[src/rtl/sos_pkg.sv]
// Shared constants for the SOS key trigger and the SOS buzzer sequencer.
// Holds the key FSM state type, timebase widths and the SOS element durations.
package sos_pkg;

    localparam int unsigned T1MS_DEFAULT = 49_999;
    localparam int unsigned CYC_W        = 16;
    localparam int unsigned MS_W         = 12;

    // SOS element durations in ms, shared with the downstream sequencer
    localparam int unsigned SOS_DOT_MS  = 100;
    localparam int unsigned SOS_GAP_MS  = 50;
    localparam int unsigned SOS_DASH_MS = 300;

    typedef enum logic [1:0] {
        KEY_IDLE      = 2'd0,
        KEY_PRESS_DEB = 2'd1,
        KEY_HELD      = 2'd2,
        KEY_REL_DEB   = 2'd3
    } key_state_t;

endpackage

[src/rtl/ms_tick_gen.sv]
// Millisecond timebase: a cycle counter wrapping at T1MS feeds a saturating ms counter.
// A synchronous clear restarts both counters from zero.
module ms_tick_gen
    import sos_pkg::*;
#(
    parameter int unsigned T1MS = T1MS_DEFAULT
) (
    input  logic            clk_i,
    input  logic            rst_ni,
    input  logic            clr_i,
    output logic            tick_o,
    output logic [MS_W-1:0] ms_o
);

    logic [CYC_W-1:0] cyc_q, cyc_d;
    logic [MS_W-1:0]  ms_q, ms_d;

    // tick_o marks the last cycle of the current ms
    assign tick_o = (cyc_q == CYC_W'(T1MS));
    assign ms_o   = ms_q;

    always_comb begin
        cyc_d = tick_o ? '0 : cyc_q + CYC_W'(1);
        ms_d  = ms_q;
        if (tick_o && (ms_q != '1)) begin
            ms_d = ms_q + MS_W'(1);
        end
        if (clr_i) begin
            cyc_d = '0;
            ms_d  = '0;
        end
    end

    always_ff @(posedge clk_i or negedge rst_ni) begin
        if (!rst_ni) begin
            cyc_q <= '0;
            ms_q  <= '0;
        end else begin
            cyc_q <= cyc_d;
            ms_q  <= ms_d;
        end
    end

endmodule

[src/rtl/key_sos_trigger_module.sv]
// Debounced active-low key that emits a one-cycle SOS_En request per clean press.
// Optional auto-repeat while held is enabled by defining KEY_REPEAT_EN.
module key_sos_trigger_module
    import sos_pkg::*;
#(
    parameter int unsigned T1MS             = T1MS_DEFAULT,
    parameter int unsigned DEBOUNCE_MS      = 10,
    parameter int unsigned REPEAT_DELAY_MS  = 1000,
    parameter int unsigned REPEAT_PERIOD_MS = 2000
) (
    input  logic CLK,
    input  logic RST_n,
    input  logic Key_In,
    output logic SOS_En,
    output logic Key_Pressed
);

    if (DEBOUNCE_MS == 0 || DEBOUNCE_MS > 4095 || REPEAT_DELAY_MS == 0 ||
        REPEAT_DELAY_MS > 4095 || REPEAT_PERIOD_MS == 0 || REPEAT_PERIOD_MS > 4095 ||
        T1MS > 65535) begin : g_bad_cfg
        $error("key_sos_trigger_module: timing parameter out of range");
    end

    logic            sync1_q, sync2_q;
    logic            key_s;
    key_state_t      state_q, state_d;
    logic            sos_q, sos_d;
    logic            kp_q, kp_d;
    logic            tick;
    logic [MS_W-1:0] ms_cnt;
    logic            ms_clr;
    logic            deb_done;

    assign key_s = sync2_q;

    ms_tick_gen #(
        .T1MS(T1MS)
    ) u_ms_tick (
        .clk_i (CLK),
        .rst_ni(RST_n),
        .clr_i (ms_clr),
        .tick_o(tick),
        .ms_o  (ms_cnt)
    );

    // Fire on the edge where the ms counter would reach the target, so the
    // transition lands exactly DEBOUNCE_MS*(T1MS+1) cycles after state entry.
    assign deb_done = tick && (ms_cnt == MS_W'(DEBOUNCE_MS - 1));

`ifdef KEY_REPEAT_EN
    logic rep_first_q, rep_first_d;
    logic rep_fire;

    assign rep_fire = (state_q == KEY_HELD) && !key_s && tick &&
                      (ms_cnt == (rep_first_q ? MS_W'(REPEAT_DELAY_MS - 1)
                                              : MS_W'(REPEAT_PERIOD_MS - 1)));

    always_comb begin
        rep_first_d = rep_first_q;
        if (state_d == KEY_HELD && state_q != KEY_HELD) begin
            rep_first_d = 1'b1;
        end else if (rep_fire) begin
            rep_first_d = 1'b0;
        end
    end

    always_ff @(posedge CLK or negedge RST_n) begin
        if (!RST_n) begin
            rep_first_q <= 1'b1;
        end else begin
            rep_first_q <= rep_first_d;
        end
    end

    assign ms_clr = (state_d != state_q) || rep_fire;
`else
    assign ms_clr = (state_d != state_q);
`endif

    always_comb begin
        state_d = state_q;
        sos_d   = 1'b0;
        unique case (state_q)
            KEY_IDLE: begin
                if (!key_s) state_d = KEY_PRESS_DEB;
            end
            KEY_PRESS_DEB: begin
                if (key_s) begin
                    state_d = KEY_IDLE;
                end else if (deb_done) begin
                    state_d = KEY_HELD;
                    sos_d   = 1'b1;
                end
            end
            KEY_HELD: begin
                if (key_s) begin
                    state_d = KEY_REL_DEB;
`ifdef KEY_REPEAT_EN
                end else if (rep_fire) begin
                    sos_d = 1'b1;
`endif
                end
            end
            KEY_REL_DEB: begin
                if (!key_s) begin
                    state_d = KEY_HELD;
                end else if (deb_done) begin
                    state_d = KEY_IDLE;
                end
            end
            default: state_d = KEY_IDLE;
        endcase
        kp_d = (state_d == KEY_HELD) || (state_d == KEY_REL_DEB);
    end

    always_ff @(posedge CLK or negedge RST_n) begin
        if (!RST_n) begin
            sync1_q <= 1'b1;
            sync2_q <= 1'b1;
            state_q <= KEY_IDLE;
            sos_q   <= 1'b0;
            kp_q    <= 1'b0;
        end else begin
            sync1_q <= Key_In;
            sync2_q <= sync1_q;
            state_q <= state_d;
            sos_q   <= sos_d;
            kp_q    <= kp_d;
        end
    end

    assign SOS_En      = sos_q;
    assign Key_Pressed = kp_q;

endmodule

[config.mk]
export PLATFORM = sky130hd
export DESIGN_NAME = key_sos_trigger_module
export DESIGN_NICKNAME = d
export VERILOG_FILES = /design/src/rtl/sos_pkg.sv /design/src/rtl/ms_tick_gen.sv /design/src/rtl/key_sos_trigger_module.sv
export SDC_FILE = /design/constraint.sdc
export NUM_CORES = 1
export LEC_CHECK = 0
export ABC_AREA = 1
export ABC_CLOCK_PERIOD_IN_PS = 2500
export BUFFER_PORTS_ARGS = -buffer_cell sky130_fd_sc_hd__buf_4
export CAP_MARGIN = 20
export CORE_ASPECT_RATIO = 1.4
export CORE_UTILIZATION = 25
export DETAILED_ROUTE_END_ITERATION = 7
export PLACE_DENSITY = 0.43
export SETUP_SLACK_MARGIN = 0.3
export SLEW_MARGIN = 20
export SYNTH_ARGS = -nofsm -noshare
export SYNTH_HDL_FRONTEND = slang
export SYNTH_SLANG_ARGS = --single-unit
[constraint.sdc]
create_clock -name CLK -period 2.5 [get_ports CLK]
set_input_delay 0.25 -clock CLK [delete_from_list [all_inputs] [get_ports CLK]]
set_output_delay 0.25 -clock CLK [all_outputs]
set_load 0.005 [all_outputs]
==> qor.yml <==
root_buffer: "clkbuf_16"
crit_chain: "ha_1 -> nand2_1 -> nor2_1 -> nand3_1 -> nand3_1 -> nor2_1 -> nor2_1 -> nor2_1"
combPwrFrac_pct: 4.3
seqPwrFrac_pct: 42.1
n_antenna_cell: 0
postRouteAntennaNets: 0
max-vdd-ir-drop_v: 0.000297
multi_input_area_mm2: 0.00110
yosysTopAreaCell: "dfrtp_1"
drive_gt1_share_pct: 9.75
grt_overflow_total: 0
cts_made_buffers: 5
path_class: "register to register"
seq_area_frac_synth_pct: 39.9
netlist_top_cells_area: "dfrtp_1 37%, nand2_1 15%, nor2_1 12%"
whs_ns: 0.0804
finalWeightedCongestion: 0.888
tns_ns: 0
cp_max_fo: 11
die-area_mm2: 0.00894
wl_um: 5270
p_clk_share_pct: 53.6
run_status: "finished, final reports clean"
p_leak_nw: 1.11
numPortBuffers: 4
io_pins: 5
cts_sinks: 34
maxSlewViolCount: 0
fin_crit_sh_pct: 78.5
finClkSkew_ns: 0.00894
syn_nets: 314
grt_pass1_vias: 1889
start_util_pct: 26.0
final_common_cell: "nand2_1"
internal_power_w: 0.00108
vias: 1863
slew_headroom_pct: 66.7
dp_hpwl_um: 3940
synth_top_area_share_pct: 37.4
regArea_um2: 853
maxCapViolCount: 0
worst_pin_slew_ns: 0.498
grt_usage_pct: 13.1
first_pass_iters: 4
grt_max_degree: 35
rsz0062_at_grt: "no"
p_sw_w: 0.000287
drc: 0
final_cell_mix: "84 x nand2_1, 71 x nor2_1, 40 x inv_1, 32 x dfrtp_1, 19 x nand3_1"
crit_slowest_cell: "nand3_1"
clockBufferDepth: 2
setup_viol: 0
synth_cell_types: 25
rows: 39
cts_tree: "yes"
vias_per_cell: 4.44
fin_nets: 323
ctsResizeCount: 0
worstPathRequired_ns: 2.66
ys_ff_latch: 34
cp-end-kind: "register"
worstSetupStartpointType: "register"
hp-class: "input pin to register"
avgRoutedWirePerCell_um: 12.6
synth.avg_cell_area_um2: 6.95
netlist_instances: 308
p_sw_share_pct: 21.1
antenna_found_initial: 0
clock.fmax_ghz: 0.510
slowest_delay_ns: 0.42
drt_iter0_drc: 67
die_h_um: 111
grt_pass1_wl_um: 8860
placeableCoreArea_mm2: 0.00825
final.min_clock_period_ns: 1.96
h-tree-depth: 2
arrival_ns: 2.13
yosysWarnings: 0
clk_latency_ns: 0.28
cts.reportedPaths.clkPinSlew_ns: 0.06
fillers: 920
hold_viol_final: 0
cpMostUsedCell: "nor2_1"
area_growth_pct: 14.9
power.density_mw_per_mm2: 555
netlist_area_mm2: 0.00214
dieWidth_um: 80.2
-- final timing paths --
path                                    from            endpoint  slack (ns)  cells after the start
min                                   Key_In             sync1_q        0.08                      1
max                        u_ms_tick.ms_o[0]  u_ms_tick.ms_o[11]        0.54                      8
min reg2reg                          sync1_q               key_s        0.35                      0
max in group asynchronous              RST_n             sync1_q        1.66                      2
max reg2reg                u_ms_tick.ms_o[0]  u_ms_tick.ms_o[11]        0.54                      8
min in group asynchronous              RST_n   u_ms_tick.ms_o[3]        0.47                      2
-- state kept, by name, indices dropped and copies added (netlist names) --
name / count
Key_Pressed: 1
SOS_En: 1
key_s: 1
state_q: 2
sync1_q: 1
u_ms_tick.cyc_q: 16
u_ms_tick.ms_o: 12
-- area by class of cell --
cell class	count	area share, %
clock buffers	7	5.80
clock inverters	1	1.22
inverters	42	6.61
multi-input cells	229	44.9
flip-flops and latches	34	34.7
well taps	102	5.19
repair buffers	5	1.63
-- worst max-delay path, delay by kind of cell, from the launching register on --
family | cells | cell delay, ns
and+or+nand+nor | 7 | 1.21
DFF | 1 | 0.40
adders and majority gates | 1 | 0.23
-- power groups by stage --
stage / Sequential, W / Combinational [W] / Clock, W
2_1_floorplan: 0.000582 / 0.0000357 / 0
3_3_place_gp: 0.000584 / 0.0000609 / 0
3_5_place_dp: 0.000584 / 0.0000609 / 0
4_1_cts: 0.000574 / 0.0000623 / 0.000752
5_1_grt: 0.000575 / 0.0000689 / 0.000776
6_report: 0.000574 / 0.0000589 / 0.000732
-- layer usage --
layer	share of wire [%]	global-route usage, %	up-vias
met3	1.7	2.62	12
met1	41	14.2	864
met5	0	0	-
met2	54	23.6	19
li1	-	-	968
met4	2.9	6.43	0
-- cell families after synthesis --
| family | synth area share, % |
|---|---|
| compound gates | 1.64 |
| xor+xnor | 4.97 |
| simple gates | 43.2 |
| fa+ha+maj | 1.75 |
| flops | 39.9 |
| buf+inv | 8.59 |
-- metrics by stage --
| stage | cell area [um2] | utilization, % | instances | worst slack (ns) | power, W |
|---|---|---|---|---|---|
| finish | 2460 | 29.8 | 420 | 0.538 | 0.00136 |
| global route | 2460 | 29.8 | 420 | 0.356 | 0.00142 |
| CTS | 2460 | 29.8 | 420 | 0.511 | 0.00139 |
| detailed placement | 2280 | 27.6 | 411 | 0.539 | 0.000645 |
| global placement | 2280 | 27.6 | 411 | 0.604 | 0.000644 |
| floorplan | 2140 | - | 308 | 1.02 | 0.000617 |
-- synthesized netlist by cell type --
cell / n
nand2_1: 84
nor2_1: 71
inv_1: 40
dfrtp_1: 32
nand3_1: 19
nand4_1: 13
xor2_1: 8
nor3_1: 7
a21oi_1: 4
nand2_2: 4
nor2_2: 4
ha_1: 3
nor2_4: 3
o21ai_0: 3
buf_2: 2
dfstp_2: 2
buf_6: 1
clkinv_4: 1
inv_2: 1
nand2_4: 1
nand3_2: 1
nand3_4: 1
or2_4: 1
xnor2_1: 1
xor2_4: 1
-- repair_timing --
action                    CTS  global route
buffers inserted            0             0
hold endpoints to repair   32             0
hold buffers                1             0
(Power assumes the default switching activity.)
